===== config.mk =====
export PLATFORM = sky130hd
export DESIGN_NAME = shared_reg_arbiter
export DESIGN_NICKNAME = d
export VERILOG_FILES = /design/src/rtl/shared_reg_arbiter.sv
export SDC_FILE = /design/constraint.sdc
export NUM_CORES = 1
export LEC_CHECK = 0
export BUFFER_PORTS_ARGS = -buffer_cell sky130_fd_sc_hd__buf_2
export CORE_ASPECT_RATIO = 1.4
export CORE_MARGIN = 2
export CORE_UTILIZATION = 42
export CTS_CLUSTER_SIZE = 12
export DETAILED_ROUTE_END_ITERATION = 6
export GPL_ROUTABILITY_DRIVEN = 0
export PLACE_DENSITY_LB_ADDON = 0.05
export SYNTH_ARGS = -nofsm -noshare
export SYNTH_HDL_FRONTEND = slang
export SYNTH_SLANG_ARGS = --single-unit

===== constraint.sdc =====
create_clock -name clk -period 1.9 [get_ports clk]
set_input_delay 0.095 -clock clk [delete_from_list [all_inputs] [get_ports clk]]
set_output_delay 0.095 -clock clk [all_outputs]
set_load 0.005 [all_outputs]

===== src/rtl/shared_reg_arbiter.sv =====
// Round-robin write arbiter in front of one shared enabled register.
// Optional lock/hold mode is built when SHARED_REG_ARB_LOCK_EN is defined.
module shared_reg_arbiter #(
   parameter int N     = 4,
   parameter int WIDTH = 8
) (
   input  logic                   clk,
   input  logic                   reset,
   input  logic [N-1:0]           req,
   input  logic [N*WIDTH-1:0]     wdata,
`ifdef SHARED_REG_ARB_LOCK_EN
   input  logic [N-1:0]           lock,
`endif
   output logic [N-1:0]           gnt,
   output logic [WIDTH-1:0]       q,
   output logic [$clog2(N)-1:0]   q_owner,
   output logic                   busy
);

   localparam int IW = $clog2(N);

   logic [IW-1:0] ptr;
   logic [IW-1:0] win;
   logic          hit;
   logic [IW-1:0] sel;
   logic          en;

   function automatic logic [IW-1:0] inc(input logic [IW-1:0] i);
      return (int'(i) == N - 1) ? '0 : i + 1'b1;
   endfunction

   // First requester at or above ptr, wrapping modulo N
   always_comb begin
      int j;
      win = '0;
      hit = 1'b0;
      j   = 0;
      for (int k = 0; k < N; k++) begin
         j = int'(ptr) + k;
         if (j >= N) j = j - N;
         if (!hit && req[j]) begin
            hit = 1'b1;
            win = IW'(j);
         end
      end
   end

`ifdef SHARED_REG_ARB_LOCK_EN
   localparam logic [0:0] IDLE   = 1'b0;
   localparam logic [0:0] LOCKED = 1'b1;

   logic [0:0]    state;
   logic [IW-1:0] lock_owner;
   logic          locked;

   assign locked = (state == LOCKED);
   assign sel    = locked ? lock_owner : win;
   assign en     = locked ? req[lock_owner] : hit;
   assign busy   = locked;

   always_ff @(posedge clk) begin
      if (reset) begin
         ptr        <= '0;
         state      <= IDLE;
         lock_owner <= '0;
      end else if (locked) begin
         if (!lock[lock_owner]) begin
            state <= IDLE;
            ptr   <= inc(lock_owner);
         end
      end else if (hit) begin
         ptr <= inc(win);
         if (lock[win]) begin
            state      <= LOCKED;
            lock_owner <= win;
         end
      end
   end
`else
   assign sel  = win;
   assign en   = hit;
   assign busy = 1'b0;

   always_ff @(posedge clk) begin
      if (reset) ptr <= '0;
      else if (hit) ptr <= inc(win);
   end
`endif

   assign gnt = en ? (N'(1) << sel) : '0;

   always_ff @(posedge clk) begin
      if (reset) begin
         q       <= '0;
         q_owner <= '0;
      end else if (en) begin
         q       <= wdata[sel*WIDTH +: WIDTH];
         q_owner <= sel;
      end
   end

endmodule

Yosys cells after proc, flatten, opt, wreduce, memory -nomap -nowiden
Cells that the tools add are included.

Bits in registers: 12. Bits of input ports: 38. Output and inout port bits: 15. Logic and storage cells: 54.

Add/subtract/negate cells: 8. Order comparisons: 8. Equality and inequality tests: 1. Shift-type cells: 2. Muxes and demuxes: 26. Reductions and logical operators: 6.

Operators by type and width (number): 32-bit by 4-bit < comparator with 1-bit output (second input constant) (4); 32-bit 2-to-1 mux (4); 32-bit by 6-bit variable part select with 8-bit output (1); 1-bit 2-to-1 mux (12); 3-bit by 3-bit subtractor with 4-bit output (second input constant) (3); 2-bit 2-to-1 mux (5); 3-bit >= comparator (second input constant) (3); 1-bit binary-select mux with 2-bit select (4); 2-bit by 2-bit adder with 3-bit output (second input constant) (2); 4-bit 2-to-1 mux (1); 1-bit by 2-bit << shifter with 4-bit output (first input constant) (1); 2-bit by 3-bit subtractor with 4-bit output (second input constant) (1); 2-bit by 1-bit adder with 3-bit output (second input constant) (1); 2-bit by 3-bit >= comparator with 1-bit output (second input constant) (1); 1-bit logical AND (3); 1-bit logical NOT (3); 2-bit by 1-bit adder with 2-bit output (second input constant) (1); 2-bit by 1-bit equality test with 1-bit output (second input constant) (1).

Logic depth before layout (Yosys ltp)
Depth after elaboration: 17. Gate-level depth with buffers: 8. Gate-level depth less buffers: 8.

Worst setup path after synthesis
No wires, ideal clock.

Path type: register -> register. Start: reg ptr[0]. End: reg ptr[1]. Library setup time: 0.129 ns. Arrival: 1.423 ns. Data required time: 1.771 ns. Path slack: 0.348 ns. Stages on the path, launching flop included: 9. Buffers on the path: 0. Clock period less this slack: 1.552 ns. Path through: dfxtp_1 nand2b_1 a21o_1 and3_2 nand2_1 inv_1 ha_1 nand2_1 a21oi_1.

Word-level cells in the longest chain between the ends: 17. Elaborated cells on any way between the ends: 44. Classes of those cells: add/sub (8); order compare (4); eq/ne (1); mux (25); reduce/logical (6).

Ends and longest elaborated chain: from (decl) (RTL line 22) `logic [IW-1:0] ptr;`; from (signal assigned) (RTL line 86) `else if (hit) ptr <= inc(win);`; parallel branches: the longest is 17 deep, another holds 3-bit by 3-bit subtractor with 4-bit output.

Parallel ways; which one is timed is not known. The select of a mux whose other input is x is not followed. A chain may end at the register's enable or synchronous reset.

Worst setup path in the final report
Start: reg ptr[0]. End: out gnt[3].

Word-level cells in the longest chain between the ends: 17. Elaborated cells on any way between the ends: 43. Classes of those cells: add/sub (7); order compare (4); shift (1); mux (25); reduce/logical (6).

Ends and longest elaborated chain: parallel branches: the longest is 16 deep, another holds 3-bit by 3-bit subtractor with 4-bit output; 4-bit 2-to-1 mux * (RTL line 90) `assign gnt = en ? (N'(1) << sel) : '0;`; to (decl) (RTL line 14) `output logic [N-1:0] gnt,`.

Mark *: on every way between the ends. The select of a mux whose other input is x is not followed.

==> flow_metrics.env <==
export IMPL_status="complete, no violations"
export IMPL_holdBufCountCts=0
export IMPL_cts_sinks=12
export IMPL_final_cells=174
export IMPL_r2r_start="ptr[0]$_SDFFE_PP0P_"
export IMPL_fin_nets=193
export IMPL_cts_tree="done"
export IMPL_pre_cts_slack_ns=0.167
export IMPL_drc=0
export IMPL_num_fill_cells=195
export IMPL_avgViaCountPerCell=5.57
export IMPL_pin_count=53
export IMPL_hold_start="reset"
export IMPL_drtIter0Drc=12
export IMPL_drv_cap=0
export IMPL_final_min_clock_period_ns=1.81
export IMPL_hpwl_mm=1.70
export IMPL_ant_nets=0
export IMPL_worstPathArrival_ns=1.71
export IMPL_cp_required_ns=1.80
export IMPL_num_rows=19
export IMPL_p_sw_share_pct=38.0
export IMPL_critPathLaunch="ptr[0]$_SDFFE_PP0P_"
export IMPL_leakage_nw=0.592
export IMPL_finalSetupTns_ns=0
export IMPL_clockBufferDepth=2
export IMPL_fin_area_um2=1230
export IMPL_ys_seq_area_share_pct=27.3
export IMPL_synth_seq_cells=12
export IMPL_clk_latency_ns=0.28
export IMPL_htreeDepth=1
export IMPL_tightest_slew_ns=0.618
export IMPL_postSynthCellCount=97
export IMPL_grt_max_degree=18
export IMPL_combPwrFrac_pct=52.6
export IMPL_syn_num_nets=136
export IMPL_hold_slack_ns=0.120
export IMPL_finalPower_mw=1.24
export IMPL_crit_type="reg2out"
export IMPL_dieArea_um2=2480
export IMPL_drt_wirelength_per_cell_um=13.4
export IMPL_max_slew_margin_pct=58.4
export IMPL_placed_area_um2=1130
export IMPL_die_width_um=42.7
export IMPL_seqPwrFrac_pct=30.3
export IMPL_multiInputGateArea_um2=614
export IMPL_cts_buffers=3
export IMPL_peakVddDrop_v=0.000468
export IMPL_grt_pass1_wl_mm=3.70
export IMPL_finalCritPeriodShare_pct=95.2
export IMPL_synth_avg_cell_area_um2=9.07
export IMPL_synthToLayoutAreaGrowth_pct=39.8
export IMPL_drt_first_pass_iters=4
export IMPL_hold_path_class="in2reg"
export IMPL_diodes=0
export IMPL_place_port_buffers=51
export IMPL_vias=970
export IMPL_gr_total_overflow=0
export IMPL_crit_fanout=3
export IMPL_grt_pass1_vias=896
export IMPL_drt_total_wl_mm=2.34
export IMPL_switching_power_mw=0.471
export IMPL_core_area_um2=1970
export IMPL_fin_util_pct=62.3
export IMPL_crit_path_start_kind="flop"
export IMPL_clock_fmax_mhz=553
export IMPL_initial_core_util_pct=44.6
export IMPL_drive_above_1_share_pct=54.2
export IMPL_critPathCaptureType="output pin"
export IMPL_worst_slack_ns=0.0909
export IMPL_clkPwrFrac_pct=17.1
export IMPL_intPower_mw=0.768
export IMPL_yosys_warnings=0
export IMPL_reg2reg_slack_ns=0.21
export IMPL_p_per_area_nw_per_um2=1010
export IMPL_die_y_um=58.1
export IMPL_synth_area_um2=880
export IMPL_cts_root_buf="clkbuf_4"
export IMPL_finalHoldViolations=0
export IMPL_finalMaxSlewViolations=0
export IMPL_antenna_found_initial=0
export IMPL_grt_total_usage_pct=20.1
export IMPL_seqCellArea_um2=245
export IMPL_finalSetupViolCount=0
export IMPL_clkTransAtPathRegs_ns=0.09
export IMPL_dp_cells=166
export IMPL_fin_skew_ns=0.00804
export IMPL_ys_types=32
-- final timing paths --
| kind | end | cells after the start |
|---|---|---|
| worst max-delay path | gnt[3] | 8 |
| worst min-delay path | ptr[0]$_SDFFE_PP0P_ | 2 |
| worst max register to register | q[1]$_SDFFE_PP0P_ | 6 |
| worst min register to register | q_owner[0]$_SDFFE_PP0P_ | 2 |
-- power by group through the flow --
stage | sequential, mW | clock [mW] | combinational, mW
finish | 0.376 | 0.211 | 0.652
global route | 0.384 | 0.230 | 0.723
CTS | 0.374 | 0.216 | 0.611
detailed placement | 0.377 | 0 | 0.594
global placement | 0.375 | 0 | 0.589
floorplan | 0.378 | 0 | 0.438
-- registers in the layout (all words and copies together) (netlist names) --
register  cells
q_owner       2
q             8
ptr           2
-- synthesized netlist by cell type --
| cell | instances | area share [%] |
|---|---|---|
| and3_2 | 1 | 0.85 |
| o21bai_1 | 8 | 6.8 |
| a311oi_1 | 1 | 1.0 |
| a21o_1 | 1 | 0.85 |
| a21oi_1 | 4 | 2.3 |
| nor2b_1 | 1 | 0.71 |
| nor4_1 | 1 | 0.71 |
| ha_1 | 1 | 1.4 |
| a211oi_2 | 1 | 1.4 |
| nand2b_1 | 2 | 1.4 |
| a221oi_2 | 1 | 1.7 |
| dfxtp_1 | 12 | 27 |
| a211oi_1 | 7 | 6.0 |
| o21ai_4 | 1 | 1.8 |
| nor4bb_1 | 1 | 1.1 |
| nand3_4 | 1 | 2.0 |
| and2_2 | 9 | 7.7 |
| clkbuf_1 | 1 | 0.43 |
| a31oi_1 | 1 | 0.71 |
| nor2_1 | 7 | 3.0 |
| mux2i_1 | 8 | 9.1 |
| and2_1 | 1 | 0.71 |
| nor2b_4 | 1 | 1.6 |
| inv_1 | 2 | 0.85 |
| a221oi_1 | 7 | 7.0 |
| o2111ai_2 | 1 | 1.7 |
| nand2_1 | 9 | 3.8 |
| conb_1 | 1 | 0.43 |
| buf_12 | 1 | 2.3 |
| nor2b_2 | 1 | 1.0 |
| buf_4 | 2 | 1.7 |
| buf_2 | 1 | 0.57 |
-- area by class of cell --
class	count	area share, %
Tap cell	21	2.14
Sequential cell	12	19.9
Clock buffer	4	2.95
Timing Repair Buffer	57	24.4
Inverter	2	0.610
Multi-Input combinational cell	78	49.9
-- metal layers --
metal	up-vias	track usage (%)	share of wire (%)
li1	474	-	-
met1	453	20.6	40
met2	38	35.9	52
met3	5	4.36	5.8
met4	0	12.5	1.9
met5	-	0	0
-- cells in the final DEF, fill, tap and decap left out, drive strengths merged, types with 2 or more instances in the layout --
cell,count
mux2i,8
inv,2
nand2b,2
buf,57
and2,10
o21bai,8
nor2,7
a21oi,4
a211oi,8
nand2,9
clkbuf,4
nor2b,3
a221oi,8
dfxtp,12
-- worst max-delay path, cell delays in order (launching register included) --
cell      delay, ns
dfxtp_4        0.37
nand2b_1       0.16
a21o_1         0.17
and3_4         0.19
nand2_2        0.06
inv_1          0.04
ha_1           0.17
nor2b_1        0.12
buf_2          0.15
-- cell families after synthesis --
| kind of cell | after synthesis | synth area share [%] |
|---|---|---|
| mux | 8 | 9.10 |
| other cells | 1 | 0.426 |
| simple gates | 35 | 24.6 |
| compound gates | 33 | 31.3 |
| flops | 12 | 27.3 |
| buf+inv | 7 | 5.83 |
| fa+ha+maj | 1 | 1.42 |
-- what timing repair did --
item / CTS / global route
gates cloned: 0 / 0
setup buffers: 1 / 3
pin swaps: 1 / 3
endpoints found under the setup margin: 3 / 2
gates resized for setup: 4 / 4
(Power assumes the default switching activity.)
